==> config.mk <==
export PLATFORM = sky130hd
export DESIGN_NAME = multicycle_add_sub
export DESIGN_NICKNAME = d
export VERILOG_FILES = /design/src/rtl/cpu_alu_pkg.sv /design/src/rtl/chunk_adder.sv /design/src/rtl/multicycle_add_sub.sv
export SDC_FILE = /design/constraint.sdc
export NUM_CORES = 1
export LEC_CHECK = 0
export BUFFER_PORTS_ARGS = -buffer_cell sky130_fd_sc_hd__buf_2
export CELL_PAD_IN_SITES_DETAIL_PLACEMENT = 1
export CELL_PAD_IN_SITES_GLOBAL_PLACEMENT = 1
export CORE_MARGIN = 5
export CORE_UTILIZATION = 40
export DETAILED_ROUTE_END_ITERATION = 10
export PLACE_DENSITY = 0.76
export SYNTH_ARGS = -nofsm -noshare
export SYNTH_HDL_FRONTEND = slang
export SYNTH_HIERARCHICAL = 1
export SYNTH_SLANG_ARGS = --single-unit
==> constraint.sdc <==
create_clock -name clk_i -period 3.3 [get_ports clk_i]
set_input_delay 0.33 -clock clk_i [delete_from_list [all_inputs] [get_ports clk_i]]
set_output_delay 0.33 -clock clk_i [all_outputs]
set_load 0.01 [all_outputs]
==> src/rtl/cpu_alu_pkg.sv <==
// Shared types and opcode constants for the chunk-serial adder/subtractor.
package cpu_alu_pkg;

    typedef enum logic [1:0] {
        StIdle = 2'd0,
        StRun  = 2'd1,
        StDone = 2'd2
    } state_e;

    localparam logic OP_ADD = 1'b0;
    localparam logic OP_SUB = 1'b1;

endpackage

==> src/rtl/chunk_adder.sv <==
// Combinational WIDTH-bit ripple-carry adder slice used once per RUN cycle.
module chunk_adder #(
    parameter int unsigned WIDTH = 4
) (
    input  logic [WIDTH-1:0] a_i,
    input  logic [WIDTH-1:0] b_i,
    input  logic             carry_i,
    output logic [WIDTH-1:0] sum_o,
    output logic             carry_o
);

    logic c;

    always_comb begin
        c     = carry_i;
        sum_o = '0;
        for (int i = 0; i < int'(WIDTH); i++) begin
            sum_o[i] = a_i[i] ^ b_i[i] ^ c;
            c        = (a_i[i] & b_i[i]) | (a_i[i] & c) | (b_i[i] & c);
        end
        carry_o = c;
    end

endmodule

==> src/rtl/multicycle_add_sub.sv <==
// Chunk-serial adder/subtractor with valid/ready handshakes on both sides.
// Define FLAGS_EN to add the zero_o/neg_o/ovf_o status outputs.
module multicycle_add_sub
    import cpu_alu_pkg::*;
#(
    parameter int unsigned DATA_W  = 8,
    parameter int unsigned CHUNK_W = 4
) (
    input  logic              clk_i,
    input  logic              rst_n_i,
    input  logic              valid_i,
    output logic              ready_o,
    input  logic [DATA_W-1:0] a_i,
    input  logic [DATA_W-1:0] b_i,
    input  logic              sub_i,
    input  logic              carry_i,
    output logic              valid_o,
    input  logic              ready_i,
    output logic [DATA_W-1:0] sum_o,
    output logic              carry_o
`ifdef FLAGS_EN
    ,
    output logic              zero_o,
    output logic              neg_o,
    output logic              ovf_o
`endif
);

    localparam int unsigned NCHUNK = DATA_W / CHUNK_W;
    localparam int unsigned IDX_W  = (NCHUNK > 1) ? $clog2(NCHUNK) : 1;

    if ((DATA_W % CHUNK_W) != 0) begin : g_bad_cfg
        $error("multicycle_add_sub: DATA_W must be a multiple of CHUNK_W");
    end

    state_e             state_q;
    logic [DATA_W-1:0]  a_q;
    logic [DATA_W-1:0]  b_q;
    logic [DATA_W-1:0]  acc_q;
    logic               carry_q;
    logic [IDX_W-1:0]   idx_q;

    logic [31:0]        base;
    logic [CHUNK_W-1:0] a_chunk;
    logic [CHUNK_W-1:0] b_chunk;
    logic [CHUNK_W-1:0] c_sum;
    logic               c_out;
    logic               last_chunk;
    logic [DATA_W-1:0]  acc_next;

    always_comb begin
        base       = 32'(idx_q) * CHUNK_W;
        a_chunk    = a_q[base +: CHUNK_W];
        b_chunk    = b_q[base +: CHUNK_W];
        last_chunk = (idx_q == IDX_W'(NCHUNK - 1));
        acc_next   = acc_q;
        acc_next[base +: CHUNK_W] = c_sum;
    end

    chunk_adder #(
        .WIDTH(CHUNK_W)
    ) u_chunk_adder (
        .a_i    (a_chunk),
        .b_i    (b_chunk),
        .carry_i(carry_q),
        .sum_o  (c_sum),
        .carry_o(c_out)
    );

`ifdef FLAGS_EN
    // Carry into the MSB is recovered from the MSB sum bit of the final chunk.
    logic ovf_next;
    always_comb ovf_next = a_chunk[CHUNK_W-1] ^ b_chunk[CHUNK_W-1] ^ c_sum[CHUNK_W-1] ^ c_out;
`endif

    always_ff @(posedge clk_i) begin
        if (!rst_n_i) begin
            state_q <= StIdle;
            a_q     <= '0;
            b_q     <= '0;
            acc_q   <= '0;
            carry_q <= 1'b0;
            idx_q   <= '0;
            ready_o <= 1'b1;
            valid_o <= 1'b0;
            sum_o   <= '0;
            carry_o <= 1'b0;
`ifdef FLAGS_EN
            zero_o  <= 1'b0;
            neg_o   <= 1'b0;
            ovf_o   <= 1'b0;
`endif
        end else begin
            unique case (state_q)
                StIdle: begin
                    if (valid_i && ready_o) begin
                        a_q     <= a_i;
                        b_q     <= (sub_i == OP_SUB) ? ~b_i : b_i;
                        carry_q <= (sub_i == OP_SUB) ? 1'b1 : carry_i;
                        acc_q   <= '0;
                        idx_q   <= '0;
                        ready_o <= 1'b0;
                        state_q <= StRun;
                    end
                end
                StRun: begin
                    acc_q   <= acc_next;
                    carry_q <= c_out;
                    if (last_chunk) begin
                        idx_q   <= '0;
                        sum_o   <= acc_next;
                        carry_o <= c_out;
                        valid_o <= 1'b1;
`ifdef FLAGS_EN
                        zero_o  <= (acc_next == '0);
                        neg_o   <= acc_next[DATA_W-1];
                        ovf_o   <= ovf_next;
`endif
                        state_q <= StDone;
                    end else begin
                        idx_q <= idx_q + IDX_W'(1);
                    end
                end
                StDone: begin
                    if (ready_i) begin
                        valid_o <= 1'b0;
                        ready_o <= 1'b1;
                        state_q <= StIdle;
                    end
                end
                default: begin
                    state_q <= StIdle;
                    ready_o <= 1'b1;
                    valid_o <= 1'b0;
                end
            endcase
        end
    end

endmodule

# ---- Word-level counts from Yosys, hierarchy flattened
# Cells that the tools add are included.
dict set report classes {
  n_addsub 2
  n_mul 0
  div 0
  n_lt_le_gt_ge 0
  n_eq_ne 5
  shift 4
  n_mux 19
  bitwise_logic 31
  reduce_logical 9
}
# op n
set op_table {}
lappend op_table {{3-bit negator with 34-bit output} 1}
lappend op_table {{4-bit by 34-bit variable shift with 8-bit output, first input constant} 1}
lappend op_table {{4-bit by 34-bit indexed part select with 8-bit output} 1}
lappend op_table {{8-bit two-way mux} 2}
lappend op_table {{8-bit one-hot mux with 2 select lines} 1}
lappend op_table {{8-bit by 4-bit indexed part select with 4-bit output} 2}
lappend op_table {{1-bit AND} 12}
lappend op_table {{3-bit AND reduction} 3}
lappend op_table {{8-bit bitwise mux} 1}
lappend op_table {{8-bit NOT} 1}
lappend op_table {{1-bit OR} 8}
lappend op_table {{1-bit XOR} 8}
lappend op_table {{1-bit two-way mux} 7}
lappend op_table {{2-bit two-way mux} 3}
lappend op_table {{2-bit != test, second input constant} 3}
lappend op_table {{1-bit one-hot mux with 3 select lines} 2}
lappend op_table {{2-bit one-hot mux with 3 select lines} 1}
lappend op_table {{2-bit AND reduction} 3}
lappend op_table {{1-bit one-hot mux with 2 select lines} 2}
lappend op_table {{2-bit by 1-bit == test with 1-bit output, second input constant} 1}
lappend op_table {{2-bit == test, second input constant} 1}
lappend op_table {{2-bit zero test} 1}
lappend op_table {{1-bit NOT} 2}
lappend op_table {{2-bit nonzero test} 1}
lappend op_table {{other kinds (2)} 2}
dict set report totals {
  reg_bits 39
  latchBits 0
  ram_bits 0
  romBits 0
  inputBits 22
  out_inout_bits 11
  elab_cells 80
  mem_count 0
}

# ---- Logic depth before layout (Yosys ltp)
dict set report depth {
  ltp_word 14
  ltp_mapped 12
  ltp_nobuf 11
}

# ---- Modules after synthesis
# The synthesis kept the hierarchy.
# mod n_inst cells_each area_per_inst_um2 seq_area_each_um2
set modules_own_cells {}
lappend modules_own_cells {multicycle_add_sub 1 170 1512.7 700.7}
lappend modules_own_cells {chunk_adder 1 14 117.6 0.0}

# ---- Worst setup path after synthesis
# OpenSTA, ideal clock, no wires.
dict set report synth_path {
  path_kind {reg2reg}
  from {reg idx_q}
  to {reg acc_q[3]}
  setup_ns 0.075
  arrival_ns 2.547
  t_required_ns 3.225
  slack_ns 0.678
  stages_incl_launch_ff 13
  n_path_buf 1
  period_less_slack_ns 2.622
  path_cell_list {dfxtp_1 buf_2 mux2_2 inv_1 fa_1 inv_1 fa_1 fa_1 inv_1 fa_1 inv_1 nand2_1 o22ai_1}
}
dict set report synth_via {
  elab_chain_cells 14
  word_cells_on_any_way 30
  classes_between {1 x add/sub; 4 x shift; 2 x mux; 23 x bitwise}
}
# element line_no
set synth_rtl {}
lappend synth_rtl {{start: declaration} multicycle_add_sub.sv:41} ;# logic [IDX_W-1:0] idx_q;
lappend synth_rtl {{start signal: assignment} multicycle_add_sub.sv:121} ;# idx_q <= idx_q + IDX_W'(1);
lappend synth_rtl {{8-bit by 4-bit indexed part select with 4-bit output *} multicycle_add_sub.sv:53} ;# a_chunk = a_q[base +: CHUNK_W];
lappend synth_rtl {{via a_chunk[0]} multicycle_add_sub.sv:44} ;# logic [CHUNK_W-1:0] a_chunk;
lappend synth_rtl {{1-bit AND} chunk_adder.sv:19} ;# c = (a_i[i] & b_i[i]) | (a_i[i] & c) | (b_i[i] & c);
lappend synth_rtl {{1-bit OR * (2 in series)} chunk_adder.sv:19}
lappend synth_rtl {{1-bit AND} chunk_adder.sv:19}
lappend synth_rtl {{1-bit OR} chunk_adder.sv:19}
lappend synth_rtl {{1-bit OR *} chunk_adder.sv:19}
lappend synth_rtl {{1-bit AND} chunk_adder.sv:19}
lappend synth_rtl {{1-bit OR} chunk_adder.sv:19}
lappend synth_rtl {{1-bit OR *} chunk_adder.sv:19}
lappend synth_rtl {{1-bit XOR *} chunk_adder.sv:18} ;# sum_o[i] = a_i[i] ^ b_i[i] ^ c;
lappend synth_rtl {{via c_sum[3]} multicycle_add_sub.sv:46} ;# logic [CHUNK_W-1:0] c_sum;
lappend synth_rtl {{4-bit by 34-bit indexed part select with 8-bit output *} multicycle_add_sub.sv:57} ;# acc_next[base +: CHUNK_W] = c_sum;
lappend synth_rtl {{8-bit bitwise mux *} multicycle_add_sub.sv:57}
lappend synth_rtl {{8-bit one-hot mux with 2 select lines *} multicycle_add_sub.sv:94} ;# unique case (state_q)
lappend synth_rtl {{end signal: assignment} multicycle_add_sub.sv:107} ;# acc_q <= acc_next;
lappend synth_rtl {{end: declaration} multicycle_add_sub.sv:39} ;# logic [DATA_W-1:0] acc_q;
# The timed path passes the listed nets; every way through them passes the cells marked *.
# A chain may end at the register's enable or synchronous reset.

# ---- Worst setup path in the final report
dict set report layout_path {
  from {reg idx_q}
  to {reg acc_q[3]}
}
dict set report layout_via {
  elab_chain_cells 14
  word_cells_on_any_way 30
  classes_between {1 x add/sub; 4 x shift; 2 x mux; 23 x bitwise}
}
# element line_no
set layout_rtl {}
lappend layout_rtl {{8-bit by 4-bit indexed part select with 4-bit output *} multicycle_add_sub.sv:54} ;# b_chunk = b_q[base +: CHUNK_W];
lappend layout_rtl {{via b_chunk[0]} multicycle_add_sub.sv:45} ;# logic [CHUNK_W-1:0] b_chunk;
lappend layout_rtl {{1-bit AND} chunk_adder.sv:19}
lappend layout_rtl {{1-bit OR} chunk_adder.sv:19}
lappend layout_rtl {{1-bit OR *} chunk_adder.sv:19}
lappend layout_rtl {{1-bit AND} chunk_adder.sv:19}
lappend layout_rtl {{1-bit OR} chunk_adder.sv:19}
lappend layout_rtl {{1-bit OR *} chunk_adder.sv:19}
lappend layout_rtl {{1-bit AND} chunk_adder.sv:19}
lappend layout_rtl {{1-bit OR} chunk_adder.sv:19}
lappend layout_rtl {{1-bit OR *} chunk_adder.sv:19}
lappend layout_rtl {{1-bit XOR *} chunk_adder.sv:18}
lappend layout_rtl {{via c_sum[3]} multicycle_add_sub.sv:46}
lappend layout_rtl {{4-bit by 34-bit indexed part select with 8-bit output *} multicycle_add_sub.sv:57}
lappend layout_rtl {{8-bit bitwise mux *} multicycle_add_sub.sv:57}
lappend layout_rtl {{8-bit one-hot mux with 2 select lines *} multicycle_add_sub.sv:94}
# Marks and branches as above.

==> results.sh <==
export IMPL_drive_gt1_share_pct=25.2
export IMPL_crit_fanout=12
export IMPL_synth_distinct_cells=30
export IMPL_antenna_found_initial=0
export IMPL_crit_type="register to register"
export IMPL_arrival_ps=3090
export IMPL_slew_viol_final=0
export IMPL_root_buffer="clkbuf_8"
export IMPL_ys_flop_type="dfxtp_1"
export IMPL_die_y_um=73.8
export IMPL_syn_area_um2=1630
export IMPL_io_buffers=32
export IMPL_wirelength_mm=3.51
export IMPL_antenna_diode_count=0
export IMPL_drt_iter0_markers=58
export IMPL_maxSlewHeadroom_pct=44.1
export IMPL_cp_start_kind="register"
export IMPL_cts_setup_buffers=0
export IMPL_reg2regPathDepth=11
export IMPL_period_minus_slack_ps=2880
export IMPL_numCtsBuffers=5
export IMPL_yosys_warnings=6
export IMPL_status="finished, final reports clean"
export IMPL_synthesis_instances=184
export IMPL_cts_hold_buffers_added=0
export IMPL_synth_seq_cells=35
export IMPL_hold_depth=3
export IMPL_grt_max_degree=31
export IMPL_end_kind="register"
export IMPL_synth_seq_area_share_pct=43.0
export IMPL_drc=0
export IMPL_setup_tns_final_ps=0
export IMPL_die_x_um=73.8
export IMPL_vias=1293
export IMPL_dp_hpwl_mm=2.64
export IMPL_worstSkewPairLatency_ps=290
export IMPL_synth_edf_count=0
export IMPL_period_share_pct=87.3
export IMPL_die_area_um2=5450
export IMPL_final_util_pct=46.1
export IMPL_worstMarginPinSlew_ps=834
export IMPL_cp_required_ps=3510
export IMPL_area_growth_pct=12.3
export IMPL_clkTransAtPathRegs_ps=70
export IMPL_fmax_ghz=0.347
export IMPL_yosysTopAreaCell="dfxtp_1"
export IMPL_multiInputGateArea_um2=773
export IMPL_power_density_nw_per_um2=506
export IMPL_gr_total_overflow=0
export IMPL_rsz0062_at_grt="no"
export IMPL_htreeDepth=2
export IMPL_design_core_area_um2=3970
export IMPL_grt_usage_pct=14.4
export IMPL_vias_per_cell=4.97
export IMPL_finalSetupViolations=0
export IMPL_syn_area_per_cell_um2=8.86
export IMPL_hold_path_class="input port to register"
export IMPL_hold_violations=0
export IMPL_cts_num_sinks=35
export IMPL_final_antenna_net_count=0
export IMPL_first_pass_iters=4
export IMPL_layout_commonest_cell="nand2_1"
export IMPL_cts_resized=0
export IMPL_wl_per_cell_um=13.5
export IMPL_initial_core_util_pct=41.1
export IMPL_final_cell_mix="nand2_1, dfxtp_1, buf_2, a21oi_1, nor2_1"
export IMPL_r2r_start="idx_q$_SDFFE_PN0P_"
export IMPL_p_leak_nw=0.743
export IMPL_fp_row_count=23
export IMPL_synth_fp_nets=210
export IMPL_drv_cap=0
export IMPL_gp_congestion=0.772
export IMPL_pin_count=33
export IMPL_cts_tree="yes"
export IMPL_clock_path_buffers=2
export IMPL_synth_async_reset_ratio_pct=0
export IMPL_hold_path_startpoint="a_i[5]"
export IMPL_layout_nets=235
export IMPL_synthTopCellsByArea="dfxtp_1, nand2_1, a21oi_1, mux2_2, fa_1"
export IMPL_grt_pass1_vias=1363
export IMPL_startpoint="idx_q$_SDFFE_PN0P_"
export IMPL_fin_hold_ws_ps=278
export IMPL_synth_top_area_share_pct=43.0
export IMPL_skew_ps=2.73
export IMPL_fill_cells=485
export IMPL_power_w=0.000926
export IMPL_grt_pass1_wl_mm=6.06
export IMPL_seq_area_um2=701
export IMPL_vdd_drop_max_mv=0.226
==> synthesized netlist by cell type (all sizes together), types with 4 or more instances <==
cell and n:
nand2 43, dfxtp 35, a21oi 21, nor2 12, inv 11, buf 10
a211oi 8, mux2 8, xnor2 8, clkbuf 5, fa 4, o22ai 4
==> path summary, 6_finish.rpt <==
| check | to | slack, ps |
|---|---|---|
| min | a_q[5]$_SDFFE_PN0P_ | 280 |
| max reg2reg | acc_q[3]$_SDFFE_PN0P_ | 420 |
| max | acc_q[3]$_SDFFE_PN0P_ | 420 |
| min reg2reg | a_q[7]$_SDFFE_PN0P_ | 460 |
==> kinds of logic after synthesis <==
group | Yosys count | synth area share [%]
simple gates | 65 | 18.4
mux | 8 | 5.53
fa+ha+maj | 4 | 4.91
xor+xnor | 8 | 4.30
buf+inv | 27 | 9.59
compound gates | 37 | 14.3
flops | 35 | 43.0
==> sequential cells by signal, summed over array words and instances, names as in the netlist <==
signal   cells
a_q          8
b_q          8
sum_o        8
acc_q        4
state_q      2
carry_o      1
carry_q      1
idx_q        1
ready_o      1
valid_o      1
==> per-layer routing <==
layer | part of all wire, % | vias to the layer above | global-route usage, %
met4 | 1.3 | 0 | 5.43
met3 | 3.8 | 6 | 3.69
met2 | 50 | 25 | 25.6
met1 | 45 | 611 | 16.4
met5 | 0 | - | 0
li1 | - | 651 | -
==> worst max-delay path, cell delays in order, from the launching register on <==
cell and delay [ps]:
dfxtp_1 610, mux2_2 390, inv_1 80, fa_1 170
inv_1 50, fa_1 370, fa_1 370, inv_1 80
fa_1 410, inv_1 80, nand2_1 50, o22ai_1 140
==> cell type report <==
type                    instances  area share (%)
multi-input cells             122            42.2
flip-flops and latches         35            38.3
repair buffers                 33            9.16
clock buffers                   7            4.17
well taps                      50            3.42
inverters                      12            2.46
clock inverters                 1           0.273
==> power by group <==
group	switching, W	internal [W]
logic	0.0000838	0.0000695
registers	0.0000231	0.000450
clock network	0.000151	0.000148
==> through the flow <==
stage	instance area [µm²]	setup WS, ps	std cells
after floorplan	1630	678	184
after global placement	1750	546	252
after detailed placement	1750	403	252
after CTS	1830	390	260
after global routing	1830	248	260
final	1830	420	260
No activity file was read; power rests on OpenSTA's default activity.
